[src/rtl/ahb_matrix_out_arb.sv]
// Output-stage arbiter for one AHB bus-matrix slave port: fixed-priority or round-robin grant.
// Optional burst hold is compiled in with `define AHB_ARB_BURST_HOLD_EN.
module ahb_matrix_out_arb #(
    parameter int NUM_PORTS = 5,
    parameter int PORT_W    = 3,
    parameter int ARB_MODE  = 0
) (
    input  logic                 HCLK,
    input  logic                 HRESETn,
    input  logic [NUM_PORTS-1:0] req_port,
    input  logic                 HREADYM,
    input  logic                 HSELM,
    input  logic [1:0]           HTRANSM,
    input  logic [2:0]           HBURSTM,
    input  logic                 HMASTLOCKM,
    output logic [PORT_W-1:0]    addr_in_port,
    output logic                 no_port
);

    localparam int IDX_W = (NUM_PORTS > 1) ? $clog2(NUM_PORTS) : 1;
    localparam logic [1:0] TRANS_IDLE   = 2'b00;
    localparam logic [1:0] TRANS_NONSEQ = 2'b10;
    localparam logic [1:0] TRANS_SEQ    = 2'b11;

    logic [PORT_W-1:0]    addr_r;
    logic                 no_port_r;
    logic [PORT_W-1:0]    rr_last_r;
    logic [NUM_PORTS-1:0] eff_s;
    logic                 cur_active_s;
    logic [PORT_W-1:0]    win_s;
    logic [PORT_W-1:0]    addr_next_s;
    logic                 no_port_next_s;
    logic [PORT_W-1:0]    rr_next_s;
    logic                 hold_s;

    assign cur_active_s = HSELM & (HTRANSM != TRANS_IDLE);

    // The port currently owning the bus keeps requesting while its transfer is live.
    genvar gi;
    generate
        for (gi = 0; gi < NUM_PORTS; gi++) begin : g_eff
            assign eff_s[gi] = req_port[gi] | (cur_active_s & (addr_r == PORT_W'(gi)));
        end
    endgenerate

`ifdef AHB_ARB_BURST_HOLD_EN
    logic [4:0] beat_cnt_r;
    logic [4:0] beat_cnt_next_s;

    function automatic logic [4:0] burst_beats(input logic [2:0] hburst);
        logic [4:0] beats;
        case (hburst)
            3'b010, 3'b011: beats = 5'd3;
            3'b100, 3'b101: beats = 5'd7;
            3'b110, 3'b111: beats = 5'd15;
            default:        beats = 5'd0;
        endcase
        return beats;
    endfunction

    // Remaining SEQ beats after the current one; hold on the post-update count so the
    // NONSEQ beat already protects the burst and the last SEQ beat releases the slave.
    always_comb begin
        beat_cnt_next_s = beat_cnt_r;
        if (!HSELM || (HTRANSM == TRANS_IDLE)) begin
            beat_cnt_next_s = 5'd0;
        end else if (HTRANSM == TRANS_NONSEQ) begin
            beat_cnt_next_s = burst_beats(HBURSTM);
        end else if ((HTRANSM == TRANS_SEQ) && (beat_cnt_r != 5'd0)) begin
            beat_cnt_next_s = beat_cnt_r - 5'd1;
        end else begin
            beat_cnt_next_s = beat_cnt_r;
        end
    end

    assign hold_s = (beat_cnt_next_s != 5'd0);

    // Beat counter register, advanced only on completed beats.
    always_ff @(posedge HCLK or negedge HRESETn) begin
        if (!HRESETn) begin
            beat_cnt_r <= 5'd0;
        end else if (HREADYM) begin
            beat_cnt_r <= beat_cnt_next_s;
        end
    end
`else
    logic unused_burst_s;
    assign unused_burst_s = ^HBURSTM;
    assign hold_s         = 1'b0;
`endif

    // Winner search; the loops run in reverse so the last hit is the highest-priority one.
    always_comb begin
        int idx;
        win_s = addr_r;
        idx   = 0;
        if (ARB_MODE == 0) begin
            for (int i = NUM_PORTS - 1; i >= 0; i--) begin
                if (eff_s[IDX_W'(i)]) begin
                    win_s = PORT_W'(i);
                end else begin
                    win_s = win_s;
                end
            end
        end else begin
            for (int k = NUM_PORTS; k >= 1; k--) begin
                idx = int'(rr_last_r) + k;
                if (idx >= NUM_PORTS) begin
                    idx = idx - NUM_PORTS;
                end else begin
                    idx = idx;
                end
                if (eff_s[IDX_W'(idx)]) begin
                    win_s = PORT_W'(idx);
                end else begin
                    win_s = win_s;
                end
            end
        end
    end

    // Grant decision: lock, burst hold, arbitration, slave still selected, idle.
    always_comb begin
        addr_next_s    = addr_r;
        no_port_next_s = 1'b1;
        rr_next_s      = rr_last_r;
        if (HMASTLOCKM) begin
            no_port_next_s = 1'b0;
        end else if (hold_s) begin
            no_port_next_s = 1'b0;
        end else if (|eff_s) begin
            addr_next_s    = win_s;
            no_port_next_s = 1'b0;
            rr_next_s      = win_s;
        end else if (HSELM) begin
            no_port_next_s = 1'b0;
        end else begin
            no_port_next_s = 1'b1;
        end
    end

    // Grant state registers; everything freezes while the slave stretches a beat.
    always_ff @(posedge HCLK or negedge HRESETn) begin
        if (!HRESETn) begin
            addr_r    <= '0;
            no_port_r <= 1'b1;
            rr_last_r <= PORT_W'(NUM_PORTS - 1);
        end else if (HREADYM) begin
            addr_r    <= addr_next_s;
            no_port_r <= no_port_next_s;
            rr_last_r <= rr_next_s;
        end
    end

    assign addr_in_port = addr_r;
    assign no_port      = no_port_r;

endmodule

[config.mk]
export PLATFORM = sky130hd
export DESIGN_NAME = ahb_matrix_out_arb
export DESIGN_NICKNAME = d
export VERILOG_FILES = /design/src/rtl/ahb_matrix_out_arb.sv
export SDC_FILE = /design/constraint.sdc
export NUM_CORES = 1
export LEC_CHECK = 0
export BUFFER_PORTS_ARGS = -buffer_cell sky130_fd_sc_hd__clkbuf_2
export CORE_AREA = 4 4 41 43
export CTS_CLUSTER_SIZE = 12
export DETAILED_ROUTE_END_ITERATION = 10
export DIE_AREA = 0 0 45 47
export PLACE_DENSITY = 0.49
export SLEW_MARGIN = 25
export SYNTH_ARGS = -nofsm -noshare
export SYNTH_HDL_FRONTEND = slang
export SYNTH_SLANG_ARGS = --single-unit
[constraint.sdc]
create_clock -name HCLK -period 1.1 [get_ports HCLK]
set_clock_uncertainty 0.1 [all_clocks]
set_input_delay 0.11 -clock HCLK [delete_from_list [all_inputs] [get_ports HCLK]]
set_output_delay 0.11 -clock HCLK [all_outputs]
set_load 0.005 [all_outputs]
**Yosys cells after proc, flatten, opt, wreduce, memory -nomap -nowiden**

Cells that the tools add are included.

- Register bits after elaboration: 4
- Bits in latches: 0
- Memory bits (writable): 0
- ROM bits: 0
- Input port bits: 15
- Output and inout bits: 4
- Logic and storage cells: 30
- Memories: 0

- Add/subtract/negate cells: 0
- $mul: 0
- Div/mod/pow operators: 0
- Order comparisons: 0
- Equal/unequal tests: 4
- Shift operators: 0
- Mux-type cells: 7
- Bitwise logic cells: 12
- Reduce and logical (&&, ||, !) cells: 5

Operators by type and width:

| kind | number |
|---|---|
| 3-bit 2-to-1 mux | 4 |
| 1-bit bitwise AND | 6 |
| 3-bit by 2-bit equality test with 1-bit output (second input constant) | 2 |
| 1-bit OR | 5 |
| 5-bit OR reduction | 1 |
| 4-bit AND reduction | 1 |
| 4-bit nonzero test | 1 |
| 3-bit by 1-bit equality test with 1-bit output (second input constant) | 1 |
| 3-bit equality test (second input constant) | 1 |
| 3-bit logical NOT | 1 |
| 1-bit 2-to-1 mux | 3 |
| 2-bit nonzero test | 1 |
| 1-bit inverter | 1 |

**Longest topological paths before layout**

- Word-level depth: 8
- Gate-level depth with buffers: 4

**Worst setup path before layout**

OpenSTA, ideal clock, no wires.

- Kind: register -> register
- Start: register addr_r[1] (netlist: addr_in_port[1])
- End: register addr_r[0] (netlist: addr_in_port[0])
- Data arrival time: 0.938 ns
- Required time: 0.880 ns
- Path slack: -0.059 ns
- Cell stages (with the launch flop): 4
- Path buffers: 0
- Clock period less this slack: 1.159 ns
- Cells stage by stage: dfrtp_1 > nor2b_1 > a2111o_1 > o211a_1

- Longest elaborated chain between the ends: 6
- Elaborated cells between the ends (all ways): 21

RTL lines:

| what | RTL line | text |
|---|---|---|
| start, declared | 25 | `logic [PORT_W-1:0] addr_r;` |
| start signal, assigned | 149 | `addr_r <= addr_next_s;` |
| 3-bit by 2-bit equality test with 1-bit output | 42 | `assign eff_s[gi] = req_port[gi] \| (cur_active_s & (addr_r == PORT_W'(gi)));` |
| 1-bit bitwise AND | 42 |  |
| 1-bit OR | 42 |  |
| 3-bit 2-to-1 mux (3 in series) | 99 | `if (eff_s[IDX_W'(i)]) begin` |

Several ways; a longest one is shown, not always the timed one.
A chain may end at the register's enable or synchronous reset.

**Final worst setup path**

- Start: register addr_r[0] (netlist: addr_in_port[0])
- End: register addr_r[0] (netlist: addr_in_port[0])

The elaborated chain is that of the path after synthesis.

==> out/metrics.yaml <==
async_flop_share: 1.00
cp_data_arrival_time_ns: 1.17
dp_hpwl_um: 511
cts_tree: "done"
synth_area_leaders: "dfrtp_1 (25%), dfstp_2 (13%), nor2_1 (7.5%), a2111o_1 (5.6%), mux2_2 (5.6%)"
io_buffers: 14
power_mw: 0.469
status: "finished, violations left"
post-cts-setup-buffers: 0
hold_path_class: "primary input to async pin"
nets: 65
ys_top_cells_by_count: "nor2_1 (4), dfrtp_1 (2)"
cts.path.max_buffers: 2
setup_tns_ns: -0.0573
critPathKind: "flop to flop"
viasPerCell: 3.97
cts-root-buf: "clkbuf_4"
ir_worst_vdd_uv: 436
cts_buffers: 3
yosysWarningCount: 0
wirelength_um: 577
slew_viol_final: 0
power_density_nw_per_um2: 1190
initial_core_util: 0.154
start_kind: "flop"
clock_latency_ns: 0.23
die_h_um: 47
io_pins: 19
min_period_ns: 1.16
synth.avg_cell_area_um2: 8.70
hold_viol: 0
synth_top_cell_by_area: "dfrtp_1"
synthMostInstantiatedCell: "nor2_1"
post-route-period-util: 1.05
die_w_um: 45
final_cell_mix: "clkbuf_2 (13), buf_4 (7), nor2_1 (4)"
htree_levels: 1
clk_pin_slew_ns: 0.03
antenna_left: 0
end_kind: "flop"
synth_area_um2: 200
dr.pass1.iters: 4
die-area_um2: 2120
num_rows: 13
failed_checks: "negative setup slack"
reg2reg_depth: 4
grt_overflow: 0
drc_errors: 0
setup_ws_ns: -0.0573
antennaDiodeCount: 0
mostFrequentLayoutCell: "clkbuf_2"
synth_seq_area_share: 0.381
drive_gt1_frac: 0.612
wl_per_cell_um: 9.02
drt_iter0_drc: 3
grt_pass1_wl_um: 993
area_growth_pct: 97.5
cp.required_ns: 1.11
syn_nets: 38
synthCells: 23
fmax_ghz: 0.864
synth_ff_type: "dfrtp_1"
synth-edff-count: 0
final_cells: 64
leakage_nw: 0.202
grt_use_total: 0.0681
cts_sinks: 3
yosys_register_bits: 3
setup_viol: 1
cap_violations: 0
ys_types: 19
rsz0062_at_grt: "true"
gp_congestion: 0.782
via_count: 254
grt_pass1_vias: 273
whs_ns: 0.111
path_max_fanout: 3
place_inst: 59
antenna_found_initial: 0
core_um2: 1300
grt_start_max_net_pins: 5
synth_top_area_frac: 0.250
[path summary, 6_finish.rpt]
kind / from / to / slack, ns
setup / recovery: addr_in_port[0]$_DFFE_PN0P_ / addr_in_port[0]$_DFFE_PN0P_ / -0.06
hold / removal: HRESETn / addr_in_port[0]$_DFFE_PN0P_ / 0.11
setup reg to reg: addr_in_port[0]$_DFFE_PN0P_ / addr_in_port[0]$_DFFE_PN0P_ / -0.06
hold reg to reg: addr_in_port[1]$_DFFE_PN0P_ / addr_in_port[1]$_DFFE_PN0P_ / 0.48
max in group asynchronous: HRESETn / no_port$_DFFE_PN1P_ / 0.59
min in group HCLK: HREADYM / no_port$_DFFE_PN1P_ / 0.13
[what timing repair did]
| item | 4_1_cts | 5_1_grt |
|---|---|---|
| endpoints found under the setup margin | 2 | 4 |
| hold endpoints to repair | 3 | 0 |
| cloned | 0 | 0 |
| pin swaps | 0 | 3 |
| hold buffers | 1 | 0 |
| resized for setup | 0 | 4 |
[state kept, by name, summed over array words and instances (netlist names)]
name / flops
no_port: 1
addr_in_port: 2
[report_power, final]
group / total [mW] / internal, mW / switching [mW]
Combinational: 0.143 / 0.0932 / 0.0498
Sequential: 0.139 / 0.125 / 0.0142
Clock: 0.187 / 0.136 / 0.0513
Total: 0.469 / 0.354 / 0.115
[through the flow]
stage	worst slack (ns)	util	cell area, um2
5_1_grt	-0.103	0.304	395
2_1_floorplan	-0.0296	-	203
3_5_place_dp	-0.121	0.264	344
3_3_place_gp	-0.110	0.264	344
6_report	-0.0573	0.304	395
4_1_cts	-0.0625	0.292	380
[cells by family (layout without fill, tap and decap cells)]
family,Yosys count,after routing,share of synthesized area
multiplexers,1,1,0.0562
buffers and inverters,2,28,0.0562
other,1,1,0.0187
AND/OR/NAND/NOR,9,9,0.219
AO/OA/AOI/OAI,7,7,0.269
flip-flops,3,3,0.381
[cell type report]
| cell class | instances | area [um2] |
|---|---|---|
| clock buffer | 4 | 26.3 |
| fill | 159 | 906 |
| inverter | 1 | 3.75 |
| multi-input combinational | 18 | 119 |
| sequential | 3 | 77.6 |
| tap | 15 | 18.8 |
| timing repair buffer | 23 | 150 |
[metal layers]
layer,wire (um),track usage,up-vias,share of wire
met5,0,0,-,0
met2,261,0.0932,13,0.45
met4,0,0.0702,0,0
li1,-,-,135,-
met1,230,0.0711,106,0.40
met3,85,0.0383,0,0.15
[worst max-delay path, cell delays in order, from the launching register on]
cell and delay, ns:
dfrtp_1 0.39, inv_1 0.08, a31oi_1 0.08, a2111o_1 0.28, o211a_1 0.11
Note: power is estimated with default switching activity, not from simulation.
